==> config.mk <==
export PLATFORM = sky130hd
export DESIGN_NAME = i2c_slave_reg_bridge
export DESIGN_NICKNAME = d
export VERILOG_FILES = /design/src/rtl/i2c_slave_pkg.sv /design/src/rtl/i2c_line_filter.sv /design/src/rtl/i2c_slave_reg_bridge.sv
export SDC_FILE = /design/constraint.sdc
export NUM_CORES = 1
export LEC_CHECK = 0
export BUFFER_PORTS_ARGS = -buffer_cell sky130_fd_sc_hd__buf_2
export CORE_ASPECT_RATIO = 1.2
export CORE_MARGIN = 2
export CORE_UTILIZATION = 62
export DETAILED_ROUTE_END_ITERATION = 7
export PLACE_DENSITY = 0.84
export SETUP_SLACK_MARGIN = 0.15
export SYNTH_ARGS = -nofsm -noshare
export SYNTH_HDL_FRONTEND = slang
export SYNTH_HIERARCHICAL = 1
export SYNTH_SLANG_ARGS = --single-unit
==> constraint.sdc <==
create_clock -name CLK_50 -period 4.25 [get_ports CLK_50]
set_clock_uncertainty 0.15 [all_clocks]
set_input_delay 0.85 -clock CLK_50 [delete_from_list [all_inputs] [get_ports CLK_50]]
set_output_delay 0.85 -clock CLK_50 [all_outputs]
set_load 0.005 [all_outputs]
==> src/rtl/i2c_slave_pkg.sv <==
// i2c_slave_pkg: shared types and constants for the I2C register-bridge target.
//   state_t  - protocol FSM state encoding
//   ACK/NACK - SDA level of the acknowledge bit
//   RW_READ  - value of the R/W bit that selects a read
//   CNT_W    - width of the in-byte bit counter
package i2c_slave_pkg;

  typedef enum logic [3:0] {
    S_IDLE,
    S_DEV_ADDR,
    S_DEV_ACK,
    S_SUB_HI,
    S_SUB_HI_ACK,
    S_SUB_LO,
    S_SUB_LO_ACK,
    S_WR_DATA,
    S_WR_ACK,
    S_RD_DATA,
    S_RD_MACK,
    S_IGNORE
  } state_t;

  localparam logic ACK     = 1'b0;
  localparam logic NACK    = 1'b1;
  localparam logic RW_READ = 1'b1;
  localparam int   CNT_W   = 4;

endpackage

==> src/rtl/i2c_line_filter.sv <==
// i2c_line_filter: conditions one raw I2C pin.
//   2-FF synchronizer -> FILT_LEN-deep majority-free glitch filter -> edge detect.
// Ports:
//   CLK_50   in  system clock
//   RESET    in  synchronous active-high reset
//   i_raw    in  raw pin value
//   o_level  out filtered level
//   o_rise   out one-cycle pulse on a filtered 0->1
//   o_fall   out one-cycle pulse on a filtered 1->0
module i2c_line_filter #(
  parameter int FILT_LEN = 3
) (
  input  logic CLK_50,
  input  logic RESET,
  input  logic i_raw,
  output logic o_level,
  output logic o_rise,
  output logic o_fall
);

  logic                r_s1;
  logic                r_s2;
  logic [FILT_LEN-1:0] r_hist;
  logic                r_level;
  logic                r_level_d;

  // Idle I2C lines are high, so everything resets to 1 to avoid a
  // spurious edge when reset is released on a quiet bus.
  always_ff @(posedge CLK_50) begin
    if (RESET) begin
      r_s1      <= 1'b1;
      r_s2      <= 1'b1;
      r_hist    <= '1;
      r_level   <= 1'b1;
      r_level_d <= 1'b1;
    end else begin
      r_s1      <= i_raw;
      r_s2      <= r_s1;
      r_hist    <= {r_hist[FILT_LEN-2:0], r_s2};
      // The level only moves once FILT_LEN samples agree; otherwise it holds.
      if (&r_hist) begin
        r_level <= 1'b1;
      end else if (~|r_hist) begin
        r_level <= 1'b0;
      end
      r_level_d <= r_level;
    end
  end

  assign o_level = r_level;
  assign o_rise  = r_level & ~r_level_d;
  assign o_fall  = ~r_level & r_level_d;

endmodule

==> src/rtl/i2c_slave_reg_bridge.sv <==
// i2c_slave_reg_bridge: I2C target with 16-bit auto-incrementing sub-address
// and 8-bit data, bridged onto a single-cycle register bus.
// Ports:
//   CLK_50      in   system clock
//   RESET       in   synchronous active-high reset
//   I2C_SCL     in   raw SCL pin
//   I2C_SDA_IN  in   raw SDA pin
//   I2C_SDA_OE  out  1 = pull SDA low
//   REG_ADDR    out  current sub-address
//   REG_WDATA   out  write data
//   REG_WE      out  one-cycle write strobe
//   REG_RE      out  one-cycle read request
//   REG_RDATA   in   read data, valid the cycle after REG_RE
//   BUSY        out  addressed transfer in progress
//   DBG_STATE   out  protocol FSM state, for observation
// Register bus handshake: REG_WE/REG_RE are single-cycle strobes qualified by
// REG_ADDR (and REG_WDATA for writes); there is no back-pressure, and the
// register side must present REG_RDATA exactly one cycle after REG_RE.
module i2c_slave_reg_bridge
  import i2c_slave_pkg::*;
#(
  parameter logic [6:0] DEV_ADDR = 7'h3C,
  parameter int         FILT_LEN = 3,
  parameter int         HOLD_CYC = 4
) (
  input  logic        CLK_50,
  input  logic        RESET,
  input  logic        I2C_SCL,
  input  logic        I2C_SDA_IN,
  output logic        I2C_SDA_OE,
  output logic [15:0] REG_ADDR,
  output logic [7:0]  REG_WDATA,
  output logic        REG_WE,
  output logic        REG_RE,
  input  logic [7:0]  REG_RDATA,
  output logic        BUSY,
  output state_t      DBG_STATE
);

  localparam int HCW = $clog2(HOLD_CYC + 1);

  logic w_scl, w_scl_rise, w_scl_fall;
  logic w_sda, w_sda_rise, w_sda_fall;

  i2c_line_filter #(.FILT_LEN(FILT_LEN)) u_scl_filt (
    .CLK_50  (CLK_50),
    .RESET   (RESET),
    .i_raw   (I2C_SCL),
    .o_level (w_scl),
    .o_rise  (w_scl_rise),
    .o_fall  (w_scl_fall)
  );

  i2c_line_filter #(.FILT_LEN(FILT_LEN)) u_sda_filt (
    .CLK_50  (CLK_50),
    .RESET   (RESET),
    .i_raw   (I2C_SDA_IN),
    .o_level (w_sda),
    .o_rise  (w_sda_rise),
    .o_fall  (w_sda_fall)
  );

  state_t           r_state, w_next;
  logic [7:0]       r_shift;
  logic [CNT_W-1:0] r_bit_cnt;
  logic             r_rw;
  logic [7:0]       r_sub_hi;
  logic [15:0]      r_addr;
  logic [7:0]       r_wdata;
  logic             r_we, r_re, r_re_dly, r_load;
  logic             r_sda_oe, r_busy;
  logic [HCW-1:0]   r_hold_cnt;
  logic             r_hold_act;

  logic       w_start, w_stop, w_last, w_oe_target;
  logic [7:0] w_byte;

  assign w_start = w_sda_fall & w_scl;
  assign w_stop  = w_sda_rise & w_scl;
  assign w_byte  = {r_shift[6:0], w_sda};
  assign w_last  = (r_bit_cnt == CNT_W'(7));

  // Next state: START/STOP win over any bit processing in the same cycle.
  always_comb begin
    w_next = r_state;
    if (w_start) begin
      w_next = S_DEV_ADDR;
    end else if (w_stop) begin
      w_next = S_IDLE;
    end else if (w_scl_rise) begin
      case (r_state)
        S_DEV_ADDR:   if (w_last) w_next = (w_byte[7:1] == DEV_ADDR) ? S_DEV_ACK : S_IGNORE;
        S_DEV_ACK:    w_next = (r_rw == RW_READ) ? S_RD_DATA : S_SUB_HI;
        S_SUB_HI:     if (w_last) w_next = S_SUB_HI_ACK;
        S_SUB_HI_ACK: w_next = S_SUB_LO;
        S_SUB_LO:     if (w_last) w_next = S_SUB_LO_ACK;
        S_SUB_LO_ACK: w_next = S_WR_DATA;
        S_WR_DATA:    if (w_last) w_next = S_WR_ACK;
        S_WR_ACK:     w_next = S_WR_DATA;
        S_RD_DATA:    if (w_last) w_next = S_RD_MACK;
        S_RD_MACK:    w_next = (w_sda == ACK) ? S_RD_DATA : S_IGNORE;
        default:      w_next = r_state;
      endcase
    end
  end

  // SDA drive applied at each hold point; since the state has already
  // advanced on the preceding SCL rise, it is a pure function of state.
  always_comb begin
    w_oe_target = 1'b0;
    case (r_state)
      S_DEV_ACK, S_SUB_HI_ACK, S_SUB_LO_ACK, S_WR_ACK: w_oe_target = ~ACK;
      S_RD_DATA:                                       w_oe_target = ~r_shift[7];
      default:                                         w_oe_target = 1'b0;
    endcase
  end

  always_ff @(posedge CLK_50) begin
    if (RESET) begin
      r_state <= S_IDLE;
      r_busy  <= 1'b0;
    end else begin
      r_state <= w_next;
      if (w_next == S_IDLE) begin
        r_busy <= 1'b0;
      end else if (w_next == S_DEV_ACK) begin
        r_busy <= 1'b1;
      end
    end
  end

  always_ff @(posedge CLK_50) begin
    if (RESET) begin
      r_shift    <= '0;
      r_bit_cnt  <= '0;
      r_rw       <= 1'b0;
      r_sub_hi   <= '0;
      r_addr     <= '0;
      r_wdata    <= '0;
      r_we       <= 1'b0;
      r_re       <= 1'b0;
      r_re_dly   <= 1'b0;
      r_load     <= 1'b0;
      r_sda_oe   <= 1'b0;
      r_hold_cnt <= '0;
      r_hold_act <= 1'b0;
    end else begin
      r_we     <= 1'b0;
      r_re     <= r_re_dly;
      r_re_dly <= 1'b0;
      r_load   <= r_re;
      if (r_load) r_shift <= REG_RDATA;
      if (r_we)   r_addr  <= r_addr + 16'd1;

      // Hold timer: SDA_OE is only allowed to change HOLD_CYC cycles
      // after a filtered SCL fall.
      if (w_scl_fall) begin
        r_hold_cnt <= HCW'(1);
        r_hold_act <= 1'b1;
      end else if (r_hold_act) begin
        if (r_hold_cnt == HCW'(HOLD_CYC)) begin
          r_sda_oe   <= w_oe_target;
          r_hold_act <= 1'b0;
        end else begin
          r_hold_cnt <= r_hold_cnt + HCW'(1);
        end
      end

      if (w_start || w_stop) begin
        r_bit_cnt  <= '0;
        r_sda_oe   <= 1'b0;
        r_hold_act <= 1'b0;
      end else if (w_scl_rise) begin
        case (r_state)
          S_DEV_ADDR, S_SUB_HI, S_SUB_LO, S_WR_DATA: begin
            r_shift   <= w_byte;
            r_bit_cnt <= w_last ? '0 : r_bit_cnt + CNT_W'(1);
            if (w_last) begin
              case (r_state)
                S_DEV_ADDR: r_rw     <= w_byte[0];
                S_SUB_HI:   r_sub_hi <= w_byte;
                S_SUB_LO:   r_addr   <= {r_sub_hi, w_byte};
                default: begin
                  r_wdata <= w_byte;
                  r_we    <= 1'b1;
                end
              endcase
            end
          end
          S_RD_DATA: begin
            r_shift   <= {r_shift[6:0], 1'b0};
            r_bit_cnt <= w_last ? '0 : r_bit_cnt + CNT_W'(1);
          end
          S_DEV_ACK: begin
            if (r_rw == RW_READ) r_re <= 1'b1;
          end
          S_RD_MACK: begin
            // Increment first; the follow-on read strobe goes out a cycle
            // later so it carries the new address.
            r_addr <= r_addr + 16'd1;
            if (w_sda == ACK) r_re_dly <= 1'b1;
          end
          default: ;
        endcase
      end
    end
  end

  assign I2C_SDA_OE = r_sda_oe;
  assign REG_ADDR   = r_addr;
  assign REG_WDATA  = r_wdata;
  assign REG_WE     = r_we;
  assign REG_RE     = r_re;
  assign BUSY       = r_busy;
  assign DBG_STATE  = r_state;

endmodule
== Word level (Yosys, flattened, before mapping) ==
Index checks and enable logic that the tools add are counted.
Word-level totals
  bits in registers: 73
  input port bits: 12
  output and inout port bits: 32
  logic and storage cells: 125
Operators by class
  add/subtract/negate cells: 3
  eq/ne operators: 15
  mux-type cells: 36
  bitwise logic cells: 19
  reduce and logical (&&, ||, !) cells: 26
Operators by type and width (count)
  2-to-1 mux 16 bit: 5
  2-to-1 mux 4 bit: 11
  one-hot mux 4 bit (9 select lines): 1
  one-hot mux 16 bit (2 select lines): 1
  2-to-1 mux 8 bit: 3
  equality test 4 x 3 -> 1 bit, second input constant: 5
  adder 16 x 1 -> 16 bit, second input constant: 1
  one-hot mux 8 bit (2 select lines): 1
  AND reduction 5 bit: 3
  inverter 1 bit: 13
  equality test 4 x 2 -> 1 bit, second input constant: 3
  equality test 4 bit, second input constant: 3
  2-to-1 mux 1 bit: 12
  OR reduction 2 bit: 6
  OR reduction 4 bit: 3
  OR reduction 5 bit: 2
  AND reduction 3 bit: 3
  OR reduction 3 bit: 3
  equality test 7 x 6 -> 1 bit, second input constant: 1
  bitwise AND 1 bit: 6
  AND reduction 2 bit: 3
  adder 4 x 1 -> 4 bit, second input constant: 1
  equality test 4 x 1 -> 1 bit, second input constant: 1
  zero test 4 bit: 1
  7 further kinds: 7

== Longest topological paths before layout ==
  word-level depth: 9
  gate-level depth with buffers: 8
  depth with buffers taken out: 7

== Cells and area by module ==
Netlist, hierarchy kept.
Modules (own cells, without submodules)
  i2c_slave_reg_bridge: times used 1, cells an instance 391, area each 3251.9 um2, sequential area each 1181.1 um2
  i2c_line_filter: times used 2, cells an instance 19, area each 210.2 um2, sequential area each 140.1 um2

== Worst setup path after synthesis ==
No wires, ideal clock.
  path type: input-to-reg
  start point: input RESET
  end point: register r_addr[13], in the netlist REG_ADDR[13]
  setup time: 123 ps
  arrival: 2018 ps
  data required time: 3977 ps
  slack: 1959 ps
  stages on the path: 7
  path buffers: 1
  cell sequence: buf_6 clkinv_1 a41oi_2 nor2_1 mux2_2 a211oi_1 a21oi_1
RTL lines
  from (decl): line i2c_slave_reg_bridge.sv:27  | input logic RESET,
  to (signal assigned): line i2c_slave_reg_bridge.sv:153  | if (r_we) r_addr <= r_addr + 16'd1;
  to (signal assigned): line i2c_slave_reg_bridge.sv:182  | S_SUB_LO: r_addr <= {r_sub_hi, w_byte};
  to (signal assigned): line i2c_slave_reg_bridge.sv:200  | r_addr <= r_addr + 16'd1;
  to (decl): line i2c_slave_reg_bridge.sv:68  | logic [15:0] r_addr;

== Worst setup path in the final report ==
  start point: register u_sda_filt.r_level, in the netlist u_sda_filt/o_level
  end point: register r_addr[4], in the netlist REG_ADDR[4]
On the way
  cells in the longest elaborated chain, start to end: 5
  elaborated cells between the ends (all ways): 7
  classes of those cells: mux: 1; bitwise: 5; reduce/logical: 1
Ends and longest elaborated chain
  from (decl): line i2c_line_filter.sv:24  | logic r_level;
  from (signal assigned): line i2c_line_filter.sv:34  | r_level <= 1'b1;
  from (signal assigned): line i2c_line_filter.sv:42  | r_level <= 1'b1;
  from (signal assigned): line i2c_line_filter.sv:44  | r_level <= 1'b0;
  inverter 1 bit: line i2c_line_filter.sv:52  | assign o_fall = ~r_level & r_level_d;
  bitwise AND 1 bit: line i2c_line_filter.sv:52
  via w_sda_fall: line i2c_slave_reg_bridge.sv:43  | logic w_sda, w_sda_rise, w_sda_fall;
  bitwise AND 1 bit: line i2c_slave_reg_bridge.sv:78  | assign w_start = w_sda_fall & w_scl;
  logical OR 1 bit: line i2c_slave_reg_bridge.sv:169  | if (w_start || w_stop) begin
  2-to-1 mux 16 bit: line i2c_slave_reg_bridge.sv:169
The timed path passes the listed nets, and every way through them passes these cells.
A chain may end at the register's enable or synchronous reset.

==> run summary <==
status: complete, no violations
Startpoint Class: register
met1 WL: 3.61 mm
layout cells sized above 1: 16.6%
# rows: 30
first-pass GRT wire length: 14.2 mm
Hold Vio Cnt, Final: 0
Clock Path Buffers: 2
DR pass1 iterations: 5
Overflow after GRT: 0
TNS Setup: 0 ns
WL per Instance: 16.0 µm
Synth area leaders: dfxtp_1 (40%), mux2i_1 (7.4%), nor2_1 (5.7%)
CTS root buf: clkbuf_8
top cell type's share of synthesized area: 39.8%
HPWL Detailed: 6.15 mm
CTS-repair resized insts: 0
Slew Viols, Final: 0
Worst VDD drop: 401 µV
Combinational Power Share: 1.8%
CTS tree: yes
syn_nets: 445
gp weighted congestion: 0.905
ys flop type: dfxtp_1
CP arrival: 3.23 ns
Post-Syn Area: 3670 µm²
Clk network pwr share: 45.5%
Seq/Total Area, Yosys: 39.8%
DR DRC count: 0
Finished Layout Cells: 551
Yosys warning count: 6
RSZ-0062 raised after global routing: no
DR vias: 3313
Internal Power: 0.00103 W
largest net degree at the start of global routing: 49
Num Clock Sinks: 73
top layer in use: met4
final critical-path required period: 3.17 ns
overall power: 0.00131 W
synthesis-to-finish area growth: 12.0%
sequential fraction of design power: 52.6%
setup violators final: 0
Max Clk Rate: 316 MHz
hold slack: 0.265 ns
critical-path maximum fanout: 12
Worst slew margin: 47.0%
full die area: 6560 µm²
P_sw: 0.000279 W
Worst-path clk slew: 0.08 ns
pwr/cell area: 317 nW/µm²
Sw Ratio: 21.4%
gr usage total: 28.0%
Leakage: 1.51 nW
initial antenna violation count: 0
Worst setup EP type: register
Worst Tran Pin Value: 0.789 ns
# Max-Cap Violations: 0
vias per cell: 6.01
I/O Buffers: 43
total CTS buffers: 9
CTS H-tree depth: 3
core area: 5710 µm²
Die W: 74.3 µm
most used standard cell by instance count after synthesis: dfxtp_1
violation count after the first detailed-route iteration: 291
ANT nets after route: 0
synth unique cells: 62
number of global-route vias before repair: 3079
EDFF count, synth: 0
CP required: 4.31 ns
fin nets: 482
Async SR Flop Fraction: 0%
area leader, netlist: dfxtp_1
worst-skew pair later-pin latency: 0.35 ns
Die Ht: 88.3 µm
post-placement cell count: 535
critical path class: reg2reg
antenna cell count: 0
most common library cells after synthesis: dfxtp_1 (73), nor2_1 (56), nand2_1 (37), mux2i_1 (27), o21ai_0 (21)
Avg Cell Area, Syn: 8.56 µm²
Tcrit/Tclk final: 74.5%
DRT Wirelength: 8.79 mm
worst hold path type: reg2reg
Cells after Synth: 429
Hold-fix buffers, CTS: 0
met3 wire len: 485 µm
Initial Utilization: 64.4%
Setup Fix Bufs, Post-CTS: 0
synthesized flop and latch total: 73
io pins: 44
wire length on met2: 4.47 mm
## worst paths after layout
| path | startpoint | endpoint | slack (ns) | cells past startpoint |
|---|---|---|---|---|
| setup / recovery | u_sda_filt/o_level | REG_ADDR[4] | 1.08 | 7 |
| hold / removal | u_sda_filt/r_s1 | u_sda_filt/r_s2 | 0.27 | 1 |
| setup reg to reg | u_sda_filt/o_level | REG_ADDR[4] | 1.08 | 7 |
| hold reg to reg | u_sda_filt/r_s1 | u_sda_filt/r_s2 | 0.27 | 1 |
## placed cells by master, fill, tap and decap left out, types with 3 or more instances in the layout
master,instances
mux2i_1,27
a211oi_1,12
nand4_1,9
or2_1,9
o21ai_0,21
nor2b_1,5
or3_1,5
buf_4,4
a31oi_1,6
nor2_1,56
ha_1,4
or2_2,3
xor2_1,9
and2_1,5
nand2_1,37
o221ai_1,5
o21ai_1,5
and3_1,4
xnor2_1,9
nor3_1,7
a21oi_1,19
nand3_1,13
clkbuf_8,9
o22ai_1,4
dfxtp_1,73
a22oi_1,5
a21o_1,3
buf_2,43
inv_1,8
o21bai_1,3
## registers in the layout (all words and copies together) (netlist names), 3 cells and up
signal	count
u_sda_filt/r_hist	3
REG_WDATA	8
r_bit_cnt	4
REG_ADDR	16
u_scl_filt/r_hist	3
DBG_STATE	4
r_sub_hi	8
r_shift	8
r_hold_cnt	3
## layer usage
metal  vias to the layer above  global-route usage, %
met2                       129                   48.1
met4                         0                   15.7
li1                       1619                      -
met3                        19                   4.67
met5                         -                      0
met1                      1546                   32.8
## cells by family (layout without fill, tap and decap cells)
kind of cell / count (synthesis) / in the layout / synth area share [%]
AO/OA/AOI/OAI: 96 / 96 / 17.1
flip-flops: 73 / 73 / 39.8
buffers and inverters: 30 / 72 / 4.50
AND/OR/NAND/NOR: 177 / 177 / 24.4
multiplexers: 30 / 30 / 8.28
adder cells (fa/ha/maj): 5 / 5 / 1.64
XOR/XNOR: 18 / 18 / 4.29
## critical path: stages, from the launching register on
cell      delay [ns]
dfxtp_1         0.53
and2b_1         0.24
o21ai_1         0.63
nand2_1         0.36
o21ai_2         0.43
nor2_1          0.17
o311ai_0        0.39
o21ai_0         0.14
## per-stage QoR
stage / cell area [µm²] / utilization, % / setup WS [ns]
after floorplan: 3670 / - / 1.96
after CTS: 4110 / 72.1 / 1.13
after detailed placement: 3890 / 68.2 / 1.15
after global routing: 4110 / 72.1 / 0.822
final: 4110 / 72.1 / 1.08
after global placement: 3890 / 68.2 / 1.41
## area by class of cell
| class | instances | area (µm²) |
|---|---|---|
| fillers | 475 | 1590 |
| clock buffers | 10 | 128 |
| inverters | 9 | 33.8 |
| flip-flops and latches | 73 | 1460 |
| well taps | 80 | 100 |
| clock inverters | 6 | 92.6 |
| repair buffers | 47 | 245 |
| multi-input cells | 326 | 2050 |
## power by group through the flow
stage | logic [W] | clock network, W | registers (W)
2_1_floorplan | 0.0000135 | 0 | 0.000703
3_3_place_gp | 0.0000228 | 0 | 0.000703
3_5_place_dp | 0.0000235 | 0 | 0.000703
4_1_cts | 0.0000235 | 0.000602 | 0.000687
5_1_grt | 0.0000261 | 0.000626 | 0.000687
6_report | 0.0000237 | 0.000594 | 0.000687
No activity file was read; power rests on OpenSTA's default activity.
